<file path="src/rtl/eth_rx_pkg.sv">
// Shared definitions for the Ethernet receive frame controller.
//   - FSM state encoding and end-of-frame error codes
//   - Preamble / SFD byte values
//   - Default frame-length limits (post-SFD byte counts, FCS included)
package eth_rx_pkg;

   localparam logic [7:0] PREAMBLE_BYTE = 8'h55;
   localparam logic [7:0] SFD_BYTE      = 8'hD5;

   localparam int unsigned DEF_MIN_LEN = 64;
   localparam int unsigned DEF_MAX_LEN = 1518;
   localparam int unsigned DEF_HDR_LEN = 14;

   // Width of the post-SFD byte index
   localparam int unsigned IDX_W = 11;

   typedef enum logic [2:0] {
      ST_IDLE,
      ST_PREAMBLE,
      ST_DATA,
      ST_CHECK,
      ST_DROP
   } state_t;

   typedef enum logic [1:0] {
      ERR_OK    = 2'd0,
      ERR_CRC   = 2'd1,
      ERR_RUNT  = 2'd2,
      ERR_GIANT = 2'd3
   } err_t;

endpackage

</file>
<file path="src/rtl/eth_rx_sfd_detect.sv">
// Preamble counter and SFD matcher.
//   i_clk, i_reset : clock, asynchronous active-high reset
//   load_i         : a preamble start byte was accepted; count restarts at 1
//   active_i       : controller is in its preamble-hunting state
//   rx_dv_i        : byte valid
//   rx_byte_i      : received byte
//   sfd_hit_o      : SFD seen after at least one preamble byte (same cycle as the byte)
module eth_rx_sfd_detect
   import eth_rx_pkg::*;
(
   input  logic       i_clk,
   input  logic       i_reset,
   input  logic       load_i,
   input  logic       active_i,
   input  logic       rx_dv_i,
   input  logic [7:0] rx_byte_i,
   output logic       sfd_hit_o
);

   logic [2:0] pre_cnt_q;

   always_ff @(posedge i_clk or posedge i_reset) begin
      if (i_reset) begin
         pre_cnt_q <= '0;
      end else if (load_i) begin
         pre_cnt_q <= 3'd1;
      end else if (active_i) begin
         // saturate at 7: longer preambles are tolerated without wrapping
         if (rx_dv_i && (rx_byte_i == PREAMBLE_BYTE) && (pre_cnt_q != 3'd7))
            pre_cnt_q <= pre_cnt_q + 3'd1;
      end else begin
         pre_cnt_q <= '0;
      end
   end

   assign sfd_hit_o = active_i && rx_dv_i && (rx_byte_i == SFD_BYTE) && (pre_cnt_q != '0);

endmodule

</file>
<file path="src/rtl/eth_rx_frame_ctrl.sv">
// Ethernet receive frame controller: tracks preamble/SFD, sequences the CRC
// engine, classifies header and payload bytes and reports frame status.
//   i_clk, i_reset : clock, asynchronous active-high reset
//   i_rx_dv        : byte valid, contiguous for a whole frame
//   i_rx_byte      : received byte
//   i_crc_ok       : CRC residue match, valid one cycle after the last o_crc_en
//   o_crc_clr      : one-cycle CRC clear after the SFD
//   o_crc_en       : CRC byte enable
//   o_hdr_en       : current byte is a MAC header byte
//   o_pay_en       : current byte is a payload/FCS byte
//   o_byte_idx     : post-SFD index of the current byte
//   o_frame_done   : one-cycle end-of-frame strobe
//   o_err_code     : 0 ok, 1 CRC, 2 runt, 3 giant; valid with o_frame_done
//   o_busy         : controller is not idle
// All outputs are registered and refer to the byte sampled on the previous edge.
module eth_rx_frame_ctrl
   import eth_rx_pkg::*;
#(
   parameter int unsigned MIN_LEN = DEF_MIN_LEN,
   parameter int unsigned MAX_LEN = DEF_MAX_LEN,
   parameter int unsigned HDR_LEN = DEF_HDR_LEN
) (
   input  logic             i_clk,
   input  logic             i_reset,
   input  logic             i_rx_dv,
   input  logic [7:0]       i_rx_byte,
   input  logic             i_crc_ok,
   output logic             o_crc_clr,
   output logic             o_crc_en,
   output logic             o_hdr_en,
   output logic             o_pay_en,
   output logic [IDX_W-1:0] o_byte_idx,
   output logic             o_frame_done,
   output logic [1:0]       o_err_code,
   output logic             o_busy
);

   localparam logic [IDX_W-1:0] MIN_L = IDX_W'(MIN_LEN);
   localparam logic [IDX_W-1:0] MAX_L = IDX_W'(MAX_LEN);
   localparam logic [IDX_W-1:0] HDR_L = IDX_W'(HDR_LEN);

   state_t           state_q;
   logic [IDX_W-1:0] idx_q;
   logic [IDX_W-1:0] byte_idx_q;
   logic             crc_clr_q;
   logic             crc_en_q;
   logic             hdr_en_q;
   logic             pay_en_q;
   logic             done_q;
   err_t             err_q;
   logic             busy_q;

   logic pre_start;
   logic sfd_load;
   logic sfd_hit;

   assign pre_start = i_rx_dv && (i_rx_byte == PREAMBLE_BYTE);
   // CHECK also accepts a new preamble so back-to-back frames need no idle gap
   assign sfd_load  = pre_start && ((state_q == ST_IDLE) || (state_q == ST_CHECK));

   eth_rx_sfd_detect u_sfd (
      .i_clk     (i_clk),
      .i_reset   (i_reset),
      .load_i    (sfd_load),
      .active_i  (state_q == ST_PREAMBLE),
      .rx_dv_i   (i_rx_dv),
      .rx_byte_i (i_rx_byte),
      .sfd_hit_o (sfd_hit)
   );

   always_ff @(posedge i_clk or posedge i_reset) begin
      if (i_reset) begin
         state_q    <= ST_IDLE;
         idx_q      <= '0;
         byte_idx_q <= '0;
         crc_clr_q  <= 1'b0;
         crc_en_q   <= 1'b0;
         hdr_en_q   <= 1'b0;
         pay_en_q   <= 1'b0;
         done_q     <= 1'b0;
         err_q      <= ERR_OK;
         busy_q     <= 1'b0;
      end else begin
         crc_clr_q <= 1'b0;
         crc_en_q  <= 1'b0;
         hdr_en_q  <= 1'b0;
         pay_en_q  <= 1'b0;
         done_q    <= 1'b0;
         case (state_q)
            ST_IDLE: begin
               if (pre_start) begin
                  state_q <= ST_PREAMBLE;
                  busy_q  <= 1'b1;
               end
            end
            ST_PREAMBLE: begin
               if (!i_rx_dv) begin
                  state_q <= ST_IDLE;
                  busy_q  <= 1'b0;
               end else if (sfd_hit) begin
                  state_q   <= ST_DATA;
                  crc_clr_q <= 1'b1;
                  idx_q     <= '0;
               end else if (i_rx_byte != PREAMBLE_BYTE) begin
                  state_q <= ST_DROP;
               end
            end
            ST_DATA: begin
               if (!i_rx_dv) begin
                  state_q <= ST_CHECK;
               end else if (idx_q == MAX_L) begin
                  // oversize byte is not fed to the CRC; frame reported now
                  state_q <= ST_DROP;
                  done_q  <= 1'b1;
                  err_q   <= ERR_GIANT;
               end else begin
                  crc_en_q   <= 1'b1;
                  byte_idx_q <= idx_q;
                  hdr_en_q   <= (idx_q < HDR_L);
                  pay_en_q   <= (idx_q >= HDR_L);
                  idx_q      <= idx_q + 1'b1;
               end
            end
            ST_CHECK: begin
               done_q <= 1'b1;
               if (idx_q < MIN_L)
                  err_q <= ERR_RUNT;
               else if (!i_crc_ok)
                  err_q <= ERR_CRC;
               else
                  err_q <= ERR_OK;
               if (pre_start) begin
                  state_q <= ST_PREAMBLE;
               end else begin
                  state_q <= ST_IDLE;
                  busy_q  <= 1'b0;
               end
            end
            ST_DROP: begin
               if (!i_rx_dv) begin
                  state_q <= ST_IDLE;
                  busy_q  <= 1'b0;
               end
            end
            default: begin
               state_q <= ST_IDLE;
               busy_q  <= 1'b0;
            end
         endcase
      end
   end

   assign o_crc_clr    = crc_clr_q;
   assign o_crc_en     = crc_en_q;
   assign o_hdr_en     = hdr_en_q;
   assign o_pay_en     = pay_en_q;
   assign o_byte_idx   = byte_idx_q;
   assign o_frame_done = done_q;
   assign o_err_code   = err_q;
   assign o_busy       = busy_q;

endmodule

</file>
<file path="config.mk">
export PLATFORM = sky130hd
export DESIGN_NAME = eth_rx_frame_ctrl
export DESIGN_NICKNAME = d
export VERILOG_FILES = /design/src/rtl/eth_rx_pkg.sv /design/src/rtl/eth_rx_sfd_detect.sv /design/src/rtl/eth_rx_frame_ctrl.sv
export SDC_FILE = /design/constraint.sdc
export NUM_CORES = 1
export LEC_CHECK = 0
export ABC_AREA = 0
export CAP_MARGIN = 20
export CORE_MARGIN = 2
export CORE_UTILIZATION = 40
export CTS_CLUSTER_SIZE = 30
export DETAILED_ROUTE_END_ITERATION = 10
export PLACE_DENSITY = 0.6
export SYNTH_ARGS = -nofsm -noshare
export SYNTH_HDL_FRONTEND = slang
export SYNTH_HIERARCHICAL = 1
export SYNTH_SLANG_ARGS = --single-unit
</file>
<file path="constraint.sdc">
create_clock -name i_clk -period 4.3 [get_ports i_clk]
set_clock_uncertainty 0.2 [all_clocks]
set_input_delay 0.645 -clock i_clk [delete_from_list [all_inputs] [get_ports i_clk]]
set_output_delay 0.645 -clock i_clk [all_outputs]
set_load 0.005 [all_outputs]
</file>
==> out/summary.md, run 1 <==
The clock passes through at most 2 buffers. The worst vdd rail ir drop was 0.000132 V; the floorplan die height was 73 µm. The largest net degree at the start of global routing was 23. The total count of hold-check failures in the final report is 0. Including well taps, the total number of placed cells is 256. The number of antenna violations at the first check in global routing is 0, and the number of remaining DRC errors is 0. The total overflow left after global routing is 0. Along the worst path, the maximum fanout reaches 11.

In the final layout, the multi-input gates occupy 902 µm². The tools report the total half-perimeter wirelength after legalization and detailed placement as 3030 µm. In this run, post-CTS repair resized a total of 0 instances. The run finished with clean final reports. For the layout filler cell count, the log shows 422. The tools report the vias after detailed routing as 1,492. The critical path goes through clkdlybuf4s50_1 -> and4b_2 -> nand2_1 -> nor2_1 -> nand3_1 -> o21ai_0 -> o221ai_1.

The deepest level of the CTS H-tree was 2; the number of cells produced by synthesis was 180. Yosys instantiated no cell more often than sky130_fd_sc_hd__dfrtp_1. The critical path start-end classification was in2reg. The most used flip-flop cell after synthesis is sky130_fd_sc_hd__dfrtp_1.

The first global-routing pass estimated 6710 µm of wire. Counting every sink on the clock net gives 36. The area fraction of the dominant cell type after synthesis is 47.3%, and the count of routing violations after the opening detailed-route iteration is 108. Top cell type by total area after synthesis: sky130_fd_sc_hd__dfrtp_1.

The area used by sequential logic in the layout is 901 µm², and the power per cell area is 344 nW/µm². For this run, the total global-route usage over all layers was measured as 16.5%. Post-CTS timing repair inserted 0 buffers for setup. After floorplanning, the core was divided into 25 placement rows. Measured on the finished design, the core utilization comes to 49.8%. The share of the clock period used by the worst path after layout came out at 65.6%. Pin placement for this block handled 31 I/O pins.

The per-cell routed wire length is 15.2 µm. The tools report the max-slew violation count as 0. The run gives 1900 µm² as the synthesized cell area.

Synthesis produced a netlist with a net count of 197. The Yosys step of the flow raised 6 warnings. Summing the sequential cell areas from Yosys gives 47.3% of the chip area.

Timing analysis after detailed placement gives a worst setup slack of 1190 ps. The number of nets in the layout is 226, and the number of cells in the finished layout apart from fillers is 264. The floorplan step defined a core boundary enclosing 4660 µm². The proportion of synthesized flip-flops having asynchronous set or reset was 100%; the clock insertion delay at the later pin of the skew report was 290 ps. The combined buffer and inverter count along the critical path was 1. The cell with the largest stage delay on the worst path was sky130_fd_sc_hd__clkdlybuf4s50_1.

Slew at the pin closest to its max-slew limit: 876 ps. For the arrival time of the worst setup path, the log shows 2760 ps. For the number of max-cap violations, the log shows 0. The effective utilization at floorplan is 40.9%.

The run gives 0 as the number of inserted diodes. The analysis attributes to cell leakage a power of 1.04 nW. The number of storage elements in the synthesis netlist was 36. Setup repair after global routing left no endpoint under its margin. For this run, the top clock speed supported by timing is 355 MHz. Of the cells placed in the final design, the portion with a size suffix greater than 1 is 11.0%. Largest stage delay on the critical path: 680 ps. The count of nets left with antenna violations after detail routing was 0. The first detailed-routing pass ran for 4 iterations. The via density per instance works out to 5.65. Buffers inserted to repair hold after CTS numbered 0. Measured along the x axis, the die boundary spans 73 µm.

TritonCTS built the clock tree. The tightest hold path in the finished design has a slack of 290 ps. The sum of negative setup slack came out at 0 ps.

The worst min-delay path category is reg2reg. STA classifies the critical path startpoint as an input pin. The run gives 4020 µm as the total routed wirelength.

From synthesis to final layout, the design area changed by 21.8%. Setup slack on the critical path of the routed design comes to 1480 ps. On the critical path the largest part of the delay comes from simple AND/OR/NAND/NOR gates. Subtracting the final worst setup slack from the clock period gives 2820 ps. The clock transition time at the flip-flop clock pins of the worst setup and hold paths works out to 70 ps. Sorting the synthesized cells by how often they occur yields sky130_fd_sc_hd__dfrtp_1 (36), sky130_fd_sc_hd__nand2_1 (13), sky130_fd_sc_hd__inv_1 (12). The worst setup path is captured at a flip-flop. The post-synthesis cell type count is 53.

At the worst endpoint, the required time is 4240 ps. Yosys attributes the largest share of cell area to sky130_fd_sc_hd__dfrtp_1 (47%), sky130_fd_sc_hd__mux2_1 (4.1%), sky130_fd_sc_hd__ha_1 (3.3%). The run gives 5 as the number of CTS-inserted buffers.

The cell at the root of the clock tree is sky130_fd_sc_hd__clkbuf_8. The final weighted congestion of routability-driven global placement is 0.888, and the number of port buffers is 30. The logs give 1,458 for the number of global-route vias before repair and 5330 µm² for the area of the die.

Headroom to the max-slew limit came out at 41.5%. The total of endpoints with negative setup slack in the final report was 0; the average instance area after synthesis was 10.6 µm². In this run, synthesis inferred 0 flip-flops with an integrated enable.
-- through the flow --
stage	area (µm²)	total power [mW]
2_1_floorplan	1900	0.490
3_3_place_gp	2230	0.557
3_5_place_dp	2230	0.563
4_1_cts	2320	0.810
5_1_grt	2320	0.841
6_report	2320	0.798
-- power breakdown --
group / internal, mW / switching, mW
clock: 0.128 / 0.116
sequential: 0.373 / 0.0366
combinational: 0.0814 / 0.0633
total: 0.582 / 0.216
-- routing by layer --
metal  global-route usage (%)  wire (µm)  vias to the layer above
met4                     7.41         85                        0
met3                     2.90        145                        7
met2                     28.5       2010                       34
met5                        0          0                        -
met1                     19.8       1770                      723
li1                         -          -                      728
-- sequential cells by signal, indices dropped and copies added (netlist names) --
register         flops
o_crc_en             1
o_err_code           2
o_hdr_en             1
u_sfd/pre_cnt_q      3
o_byte_idx          11
o_busy               1
state_q              3
o_crc_clr            1
idx_q               11
o_pay_en             1
o_frame_done         1
-- path summary, 6_finish.rpt --
| check | startpoint | endpoint | slack (ps) | depth (start not counted) |
|---|---|---|---|---|
| min | o_byte_idx[5] | o_byte_idx[5] | 290 | 1 |
| min in group asynchronous | i_reset | u_sfd/pre_cnt_q[0] | 350 | 2 |
| max in group asynchronous | i_reset | idx_q[4] | 2530 | 3 |
| max | i_rx_dv | idx_q[1] | 1480 | 7 |
| max reg2reg | state_q[0] | idx_q[1] | 1630 | 6 |
| min reg2reg | o_byte_idx[5] | o_byte_idx[5] | 290 | 1 |
-- cell families (layout without fill, tap and decap cells) --
logic type / after synthesis / count (layout) / synth area share [%]
AO/OA/AOI/OAI: 36 / 36 / 14.0
buffers and inverters: 22 / 52 / 5.32
XOR/XNOR: 2 / 2 / 0.920
AND/OR/NAND/NOR: 66 / 66 / 21.2
flip-flops: 36 / 36 / 47.3
adder cells (fa/ha/maj): 5 / 5 / 3.29
multiplexers: 13 / 13 / 7.95
-- area by class of cell --
| cell class | instances | area share (%) |
|---|---|---|
| repair buffers | 31 | 13.3 |
| inverters | 13 | 2.10 |
| flip-flops and latches | 36 | 38.8 |
| clock inverters | 2 | 0.432 |
| multi-input cells | 122 | 38.9 |
| well taps | 54 | 2.91 |
| clock buffers | 6 | 3.56 |
-- cells in the final DEF (no fill, tap or decap), types with 4 or more instances in the layout --
master                            netlist  layout
sky130_fd_sc_hd__dfrtp_1               36      36
sky130_fd_sc_hd__clkdlybuf4s50_1        0      30
sky130_fd_sc_hd__nand2_1               13      13
sky130_fd_sc_hd__inv_1                 12      12
sky130_fd_sc_hd__nand3_1                9       9
sky130_fd_sc_hd__nor2_1                 9       9
sky130_fd_sc_hd__mux2_1                 7       7
sky130_fd_sc_hd__clkbuf_8               0       6
sky130_fd_sc_hd__nand4_1                5       5
sky130_fd_sc_hd__nor3_1                 5       5
sky130_fd_sc_hd__a31oi_1                5       5
sky130_fd_sc_hd__a21oi_1                5       5
sky130_fd_sc_hd__ha_1                   5       5
sky130_fd_sc_hd__o211ai_1               4       4
(Power assumes the default switching activity.)
==> run 2, diff against run 1 <==
PLACE_DENSITY = 0.62   (was 0.6)
clock period = 2.56 ns   (was 4.3 ns; I/O delays follow)
==> run 2 against run 1 <==
Net effect: first-iteration DRC count down 42%; combinational power increased by 81%; setup slack lost 1200 ps; sequential cell count unchanged.
==> out/summary.md, run 2 (synthesis gave the netlist of run 1 again) <==
The flow ran to the end, and the final reports show no timing, DRC or antenna violations. The per-cell routed wire length came out at 15.1 µm (was 15.2 µm). The run gives 36 (unchanged) as the clock sink count.

The total count of hold-check failures in the final report was 0 (unchanged); the clock insertion delay at the later pin of the skew report was 290 ps (about the same). The number of port buffers is 30 (unchanged). The tools report the final core utilization as 51.8% (was 49.8%). The logs give 64.4% (was 41.5%) for the worst-case headroom to the max-slew limit and 445 MHz for the maximum clock rate. Highest-count cells in the layout ignoring fill and taps: sky130_fd_sc_hd__dfrtp_1 (36), sky130_fd_sc_hd__clkdlybuf4s50_1 (30), sky130_fd_sc_hd__nand2_1 (13), sky130_fd_sc_hd__inv_1 (12), sky130_fd_sc_hd__buf_4 (11) (was sky130_fd_sc_hd__dfrtp_1 (36), sky130_fd_sc_hd__clkdlybuf4s50_1 (30), sky130_fd_sc_hd__nand2_1 (13), sky130_fd_sc_hd__inv_1 (12)).

The cell at the root of the clock tree was sky130_fd_sc_hd__clkbuf_8 (unchanged). The tools report the worst vdd rail ir drop as 0.000215 V (was 0.000132 V). The logs give 1,549 (was 1,492) for the vias after detailed routing and 7410 µm (was 6710 µm) for the global-route wire length before repair. The tools report the global-route track usage on met1 as 22.0% (was 19.8%).

Worst min-delay path category: in2async (was reg2reg). The critical path start-end classification was reg2reg (was in2reg). Slew at the pin closest to its max-slew limit: 528 ps (was 876 ps). The logs give 34 (was 23) for the largest net degree at the start of global routing and 40.9% (unchanged) for the effective utilization at floorplan.

The logs give 237 (was 226) for the number of nets in the layout and 2530 ps (was 4240 ps) for the data required time at the worst endpoint. The number of CTS-inserted buffers is 5 (unchanged). The number of buffers on the longest clock path was 2 (unchanged). The setup fix buffers added after clock tree synthesis was 0 (unchanged).

The number of cells on the worst reg-to-reg path is 7 (was 6), and the number of global-route vias before repair is 1,572 (was 1,458). The run gives 3200 µm (was 3030 µm) as the total half-perimeter wirelength after legalization and detailed placement. The category of the worst setup path capture point was a flip-flop (unchanged). The run gives 0 (unchanged) as the count of nets left with antenna violations after detail routing.

The floorplan die height came out at 73 µm (unchanged). The met3 usage in global routing was 3.73% (was 2.90%). The run gives 1.10 nW (was 1.04 nW) as the cell leakage power. Critical register-to-register path startpoint: idx_q[0] (was state_q[0]). The sum of negative setup slack was 0 ps (unchanged).

The logs give 0 (unchanged) for the number of resized instances in the post-cts repair step and 0.858 (was 0.888) for the final weighted congestion of routability-driven global placement. The power per cell area was 568 nW/µm² (was 344 nW/µm²); the number of remaining DRC errors was 0 (unchanged). The deepest level of the CTS H-tree came out at 2 (unchanged). The minimum setup slack after placement was 93.2 ps (was 1190 ps).

The clock transition time at the flip-flop clock pins of the worst setup and hold paths is 70 ps (about the same). The width of the chip was 73 µm (unchanged). The tools report the number of inserted diodes as 0 (unchanged). The run gives 25 (unchanged) as the floorplan row count.

The tools report the max-slew violation count as 0 (unchanged). The number of antenna violations at the first check in global routing is 0 (unchanged), and the maximum fanout along the worst path is 8 (was 11). The tools report the kind of launch point of the worst setup path as a flip-flop (was an input pin). The worst path uses 87.7% of the clock period. Setup repair after global routing left no endpoint under its margin. Most common library cell in the layout ignoring fill and taps: sky130_fd_sc_hd__dfrtp_1 (unchanged).

The number of max-cap violations is 0 (unchanged). The run gives 4660 µm² (unchanged) as the floorplan core area. The run gives 88.8 ps (was 290 ps) as the worst hold slack. The top-level port count is 31 (unchanged), and the via density per instance is 5.63 (was 5.65).

Ratio of cells with drive above 1 in the final layout: 15.4% (was 11.0%). TritonCTS built the clock tree. The count of routing violations after the opening detailed-route iteration was 63 (was 108). The logs give 31.4% (was 28.5%) for the met2 routing resource usage after global routing and 4160 µm (was 4020 µm) for the total routed wirelength. The run gives 5330 µm² (unchanged) as the area of the die. The routing layer with the top usage in global route is met2 (unchanged). The run gives 0 (unchanged) as the number of buffers added to fix hold violations after cts. The reg-to-reg endpoint was o_byte_idx[1] (was idx_q[1]). The area growth from synthesis to final layout was 26.8% (was 21.8%). The number of iterations in the first detailed-routing pass was 4 (unchanged). The run gives 320 ps (was 1630 ps) as the minimum setup slack among reg-to-reg paths. The total grt overflow was 0 (unchanged); the arrival time of the worst setup path was 2210 ps (was 2760 ps).

The clock period could shrink to 2240 ps. The total of endpoints with negative setup slack in the final report came out at 0 (unchanged). The logs give 18.1% (was 16.5%) for the aggregate global-route resource usage and 315 ps (was 1480 ps) for the setup slack of the critical path after layout.
==> run 2: worst max-delay path: stages, from the launching register on <==
cell and delay, ps:
sky130_fd_sc_hd__dfrtp_1 410, sky130_fd_sc_hd__inv_1 110, sky130_fd_sc_hd__ha_1 180, sky130_fd_sc_hd__nand4bb_1 130
sky130_fd_sc_hd__or3_1 380, sky130_fd_sc_hd__nand3_2 220, sky130_fd_sc_hd__buf_12 160, sky130_fd_sc_hd__mux2_1 330
==> run 2: area by class of cell <==
type	count	area [µm²]
flip-flops and latches	36	901
inverters	13	48.8
clock buffers	6	82.6
repair buffers	42	403
clock inverters	2	10.0
fillers	431	2250
well taps	54	67.6
multi-input cells	122	902
==> run 2: how the worst max path moves through the flow <==
stage                 start            end
2_1_floorplan    state_q[0]       idx_q[6]
3_3_place_gp        i_rx_dv  o_err_code[0]
3_5_place_dp   i_rx_byte[3]       idx_q[1]
4_1_cts            idx_q[0]  o_byte_idx[1]
5_1_grt            idx_q[0]  o_byte_idx[1]
6_report           idx_q[0]  o_byte_idx[1]
==> run 2: metrics by stage <==
step	cells	power [mW]	area, µm²
floorplan	180	0.823	1900
global placement	267	0.945	2320
detailed placement	267	0.963	2320
CTS	275	1.39	2410
global route	275	1.45	2410
finish	275	1.37	2410
==> run 2: metal layers <==
layer / vias up / share of wire (%)
li1: 743 / -
met1: 755 / 42
met2: 42 / 51
met3: 9 / 4.4
met4: 0 / 1.7
met5: - / 0
==> run 2: power by group <==
group | switching (mW) | internal (mW) | leakage [nW]
clock network | 0.208 | 0.215 | 0.0510
registers | 0.0600 | 0.626 | 0.487
logic | 0.118 | 0.145 | 0.562
==> run 3, diff against run 2 <==
CORE_UTILIZATION = 48   (was 40)
GPL_TIMING_DRIVEN = 0   (was default)
PLACE_DENSITY = 0.73   (was 0.62)
==> run 3 against run 2 <==
Net effect: fmax is 8.4% lower; design area is 0.41% lower; non-clock buffer count unchanged; sequential power decreased by 2%; first-iteration DRC count increased by 37%; critical path depth grew 1; power down 1.2%; hold slack about the same; sequential cell count unchanged; setup slack worse by 210 ps; die area shrank 16%; critical path type is now in2reg; largest power group unchanged.
==> out/summary.md, run 3 (synthesis gave the netlist of run 1 again) <==
The run gives 6710 µm (was 7410 µm) as the global-route wire length before repair. Highest-count cells in the layout ignoring fill and taps: sky130_fd_sc_hd__dfrtp_1 (36), sky130_fd_sc_hd__clkdlybuf4s50_1 (30), sky130_fd_sc_hd__nand2_1 (13), sky130_fd_sc_hd__inv_1 (12) (was sky130_fd_sc_hd__dfrtp_1 (36), sky130_fd_sc_hd__clkdlybuf4s50_1 (30), sky130_fd_sc_hd__nand2_1 (13), sky130_fd_sc_hd__inv_1 (12), sky130_fd_sc_hd__buf_4 (11)). The width of the chip was 67.0 µm (was 73 µm). Most common library cell in the layout ignoring fill and taps: sky130_fd_sc_hd__dfrtp_1 (unchanged). The kind of launch point of the worst setup path is an input pin (was a flip-flop). The total routed wirelength is 4080 µm (was 4160 µm).

The floorplan die height is 67.0 µm (was 73 µm), and the per-cell routed wire length is 15.2 µm (was 15.1 µm). The max-slew violation count was 0 (unchanged); the cell leakage power was 1.09 nW (was 1.10 nW). Clock sink count: 36 (unchanged). Combined buffer and inverter count along the critical path: 4 (was 2). The worst hold slack is 89.1 ps (was 88.8 ps). For the total half-perimeter wirelength after legalization and detailed placement, the log shows 3110 µm (was 3200 µm). The clock insertion delay at the later pin of the skew report is 290 ps (about the same), and the number of global-route vias before repair is 1,420 (was 1,572).

The tools report the deepest level of the CTS H-tree as 2 (unchanged). For the total count of hold-check failures in the final report, the log shows 0 (unchanged). The area used by sequential logic in the layout was 901 µm² (unchanged); the maximum clock rate was 408 MHz (was 445 MHz). TritonCTS built the clock tree. Reg-to-reg endpoint: idx_q[6] (was o_byte_idx[1]). The vias after detailed routing was 1,548 (was 1,549). Crit-path cells: clkdlybuf4s50_1 -> clkbuf_1 -> inv_1 -> or3_1 -> nor3_1 -> inv_1 -> nand3_1 -> mux2i_1 (was inv_1 -> ha_1 -> nand4bb_1 -> or3_1 -> nand3_2 -> buf_12 -> mux2_1). The number of cells in the finished layout apart from fillers was 269 (was 275); the area growth from synthesis to final layout was 26.3% (was 26.8%). The worst vdd rail ir drop was 0.000438 V (was 0.000215 V); the minimum clock period after layout was 2450 ps (was 2240 ps). The logs give 4490 µm² (was 5330 µm²) for the area of the die and 22 (was 25) for the floorplan row count.

The share of the clock period used by the worst path after layout was 95.8% (was 87.7%); the via density per instance was 5.75 (was 5.63). The slew at the pin closest to its max-slew limit came out at 633 ps (was 528 ps). The worst-case headroom to the max-slew limit is 57.8% (was 64.4%), and the effective utilization at floorplan is 50.9% (was 40.9%).

The power per cell area was 563 nW/µm² (was 568 nW/µm²); the number of nets in the layout was 237 (unchanged). The run gives 110 ps (was 320 ps) as the minimum setup slack among reg-to-reg paths. The logs give 2530 ps (about the same) for the data required time at the worst endpoint and 3740 µm² (was 4660 µm²) for the floorplan core area. The tools report the number of max-cap violations as 0 (unchanged).

Dominant delay contributor by cell family on the critical path: buffers and inverters (was simple AND/OR/NAND/NOR gates). The tools report the aggregate global-route resource usage as 20.4% (was 18.1%). The run finished with clean final reports. Worst min-delay path category: in2async (unchanged). Number of antenna violations at the first check in global routing: 0 (unchanged). The total of endpoints with negative setup slack in the final report is 0 (unchanged). The dominant cell type by count on the critical path was sky130_fd_sc_hd__inv_1. The critical path start-end classification was in2reg (was reg2reg).

The critical register-to-register path startpoint is state_q[0] (was idx_q[0]). The number of CTS-inserted buffers is 5 (unchanged), and the maximum fanout along the worst path is 10 (was 8). For the final weighted congestion of routability-driven global placement, the log shows 0.883 (was 0.858). The cell with the largest stage delay on the worst path was sky130_fd_sc_hd__clkdlybuf4s50_1 (was sky130_fd_sc_hd__dfrtp_1). The tools report the largest net degree at the start of global routing as 20 (was 34). The layout filler cell count came out at 302 (was 431).

The category of the worst setup path capture point is a flip-flop (unchanged). The placed cell count was 259 (was 267). Cell at the root of the clock tree: sky130_fd_sc_hd__clkbuf_8 (unchanged).

The multi-input combinational cell area was 912 µm² (was 902 µm²); the arrival time of the worst setup path was 2420 ps (was 2210 ps). The largest stage delay on the critical path was 480 ps (was 410 ps); the top-level port count was 31 (unchanged). Ratio of cells with drive above 1 in the final layout: 14.5% (was 15.4%). The number of remaining DRC errors came out at 0 (unchanged). The clock transition time at the flip-flop clock pins of the worst setup and hold paths was 70 ps (about the same). The number of buffers on the longest clock path was 2 (unchanged). The count of nets left with antenna violations after detail routing came out at 0 (unchanged). For the total grt overflow, the log shows 0 (unchanged). The count of routing violations after the opening detailed-route iteration came out at 86 (was 63). Number of iterations in the first detailed-routing pass: 5 (was 4). The number of port buffers is 30 (unchanged), and the number of cells on the worst reg-to-reg path is 8 (was 7). The number of inserted diodes came out at 0 (unchanged).
run 3: changes by cell type in the layout (fill, tap and decap cells not counted):
| cell | previous run | this run |
|---|---|---|
| sky130_fd_sc_hd__o21ai_0 | 3 | 2 |
| sky130_fd_sc_hd__nor3b_4 | 0 | 1 |
| sky130_fd_sc_hd__buf_2 | 0 | 3 |
| sky130_fd_sc_hd__nor3b_2 | 2 | 1 |
| sky130_fd_sc_hd__buf_4 | 11 | 4 |
| sky130_fd_sc_hd__clkinv_4 | 0 | 1 |
| sky130_fd_sc_hd__clkbuf_8 | 6 | 5 |
| sky130_fd_sc_hd__buf_6 | 0 | 1 |
| sky130_fd_sc_hd__buf_16 | 0 | 1 |
| sky130_fd_sc_hd__clkbuf_1 | 0 | 3 |
| sky130_fd_sc_hd__buf_12 | 1 | 0 |
| sky130_fd_sc_hd__o21ai_2 | 0 | 1 |
run 3: worst max-delay path by stage:
stage / from / endpoint / slack, ps / depth (start not counted)
final: i_rx_dv / u_sfd/pre_cnt_q[2] / 110 / 8
after detailed placement: i_rx_dv / u_sfd/pre_cnt_q[2] / -170 / 8
after floorplan: state_q[0] / idx_q[6] / 390 / 8
after global routing: state_q[0] / idx_q[6] / -8 / 8
after global placement: i_rx_dv / u_sfd/pre_cnt_q[1] / -190 / 8
after CTS: state_q[0] / idx_q[6] / 4 / 8
run 3: worst reg2reg max path, delay by kind of cell (launching register included):
kind | cells | cell delay, ps
flip-flops | 1 | 380
AND/OR/NAND/NOR | 3 | 840
AO/OA/AOI/OAI | 3 | 520
buffers and inverters | 2 | 400
run 3: timing repair:
| action | in CTS | in global routing |
|---|---|---|
| gates resized for setup | 2 | 1 |
| buffers inserted | 0 | 2 |
| setup endpoints to repair | 7 | 7 |
| hold buffers | 0 | 0 |
| pin swaps | 0 | 0 |
run 3: report_power, final:
group | internal (mW) | switching (mW) | leakage [nW]
logic | 0.151 | 0.131 | 0.555
clock network | 0.189 | 0.210 | 0.0479
registers | 0.626 | 0.0469 | 0.487
run 3: area by class of cell:
cell class                      count  area share (%)
Buffer                              9            2.19
Multi-Input combinational cell    122            37.9
Timing Repair Buffer               33            14.3
Clock buffer                        5            2.86
Tap cell                           48            2.50
Sequential cell                    36            37.5
Inverter                           13            2.03
Clock inverter                      3           0.780
run 3: metrics by stage:
| stage | area [µm²] | worst slack (ps) | setup TNS, ps | power, mW | utilization, % |
|---|---|---|---|---|---|
| 3_5_place_dp | 2290 | -175 | -719 | 0.966 | 61.2 |
| 4_1_cts | 2390 | 4.22 | 0 | 1.36 | 63.7 |
| 3_3_place_gp | 2260 | -189 | -560 | 0.942 | 60.5 |
| 2_1_floorplan | 1900 | 388 | 0 | 0.823 | - |
| 5_1_grt | 2400 | -7.75 | -11.8 | 1.43 | 64.2 |
| 6_report | 2400 | 109 | 0 | 1.36 | 64.2 |
run 3: metal layers:
metal	track usage, %	part of all wire [%]
met5	0	0
met2	33.8	48
met4	7.65	1.4
met1	26.0	45
met3	4.56	4.7
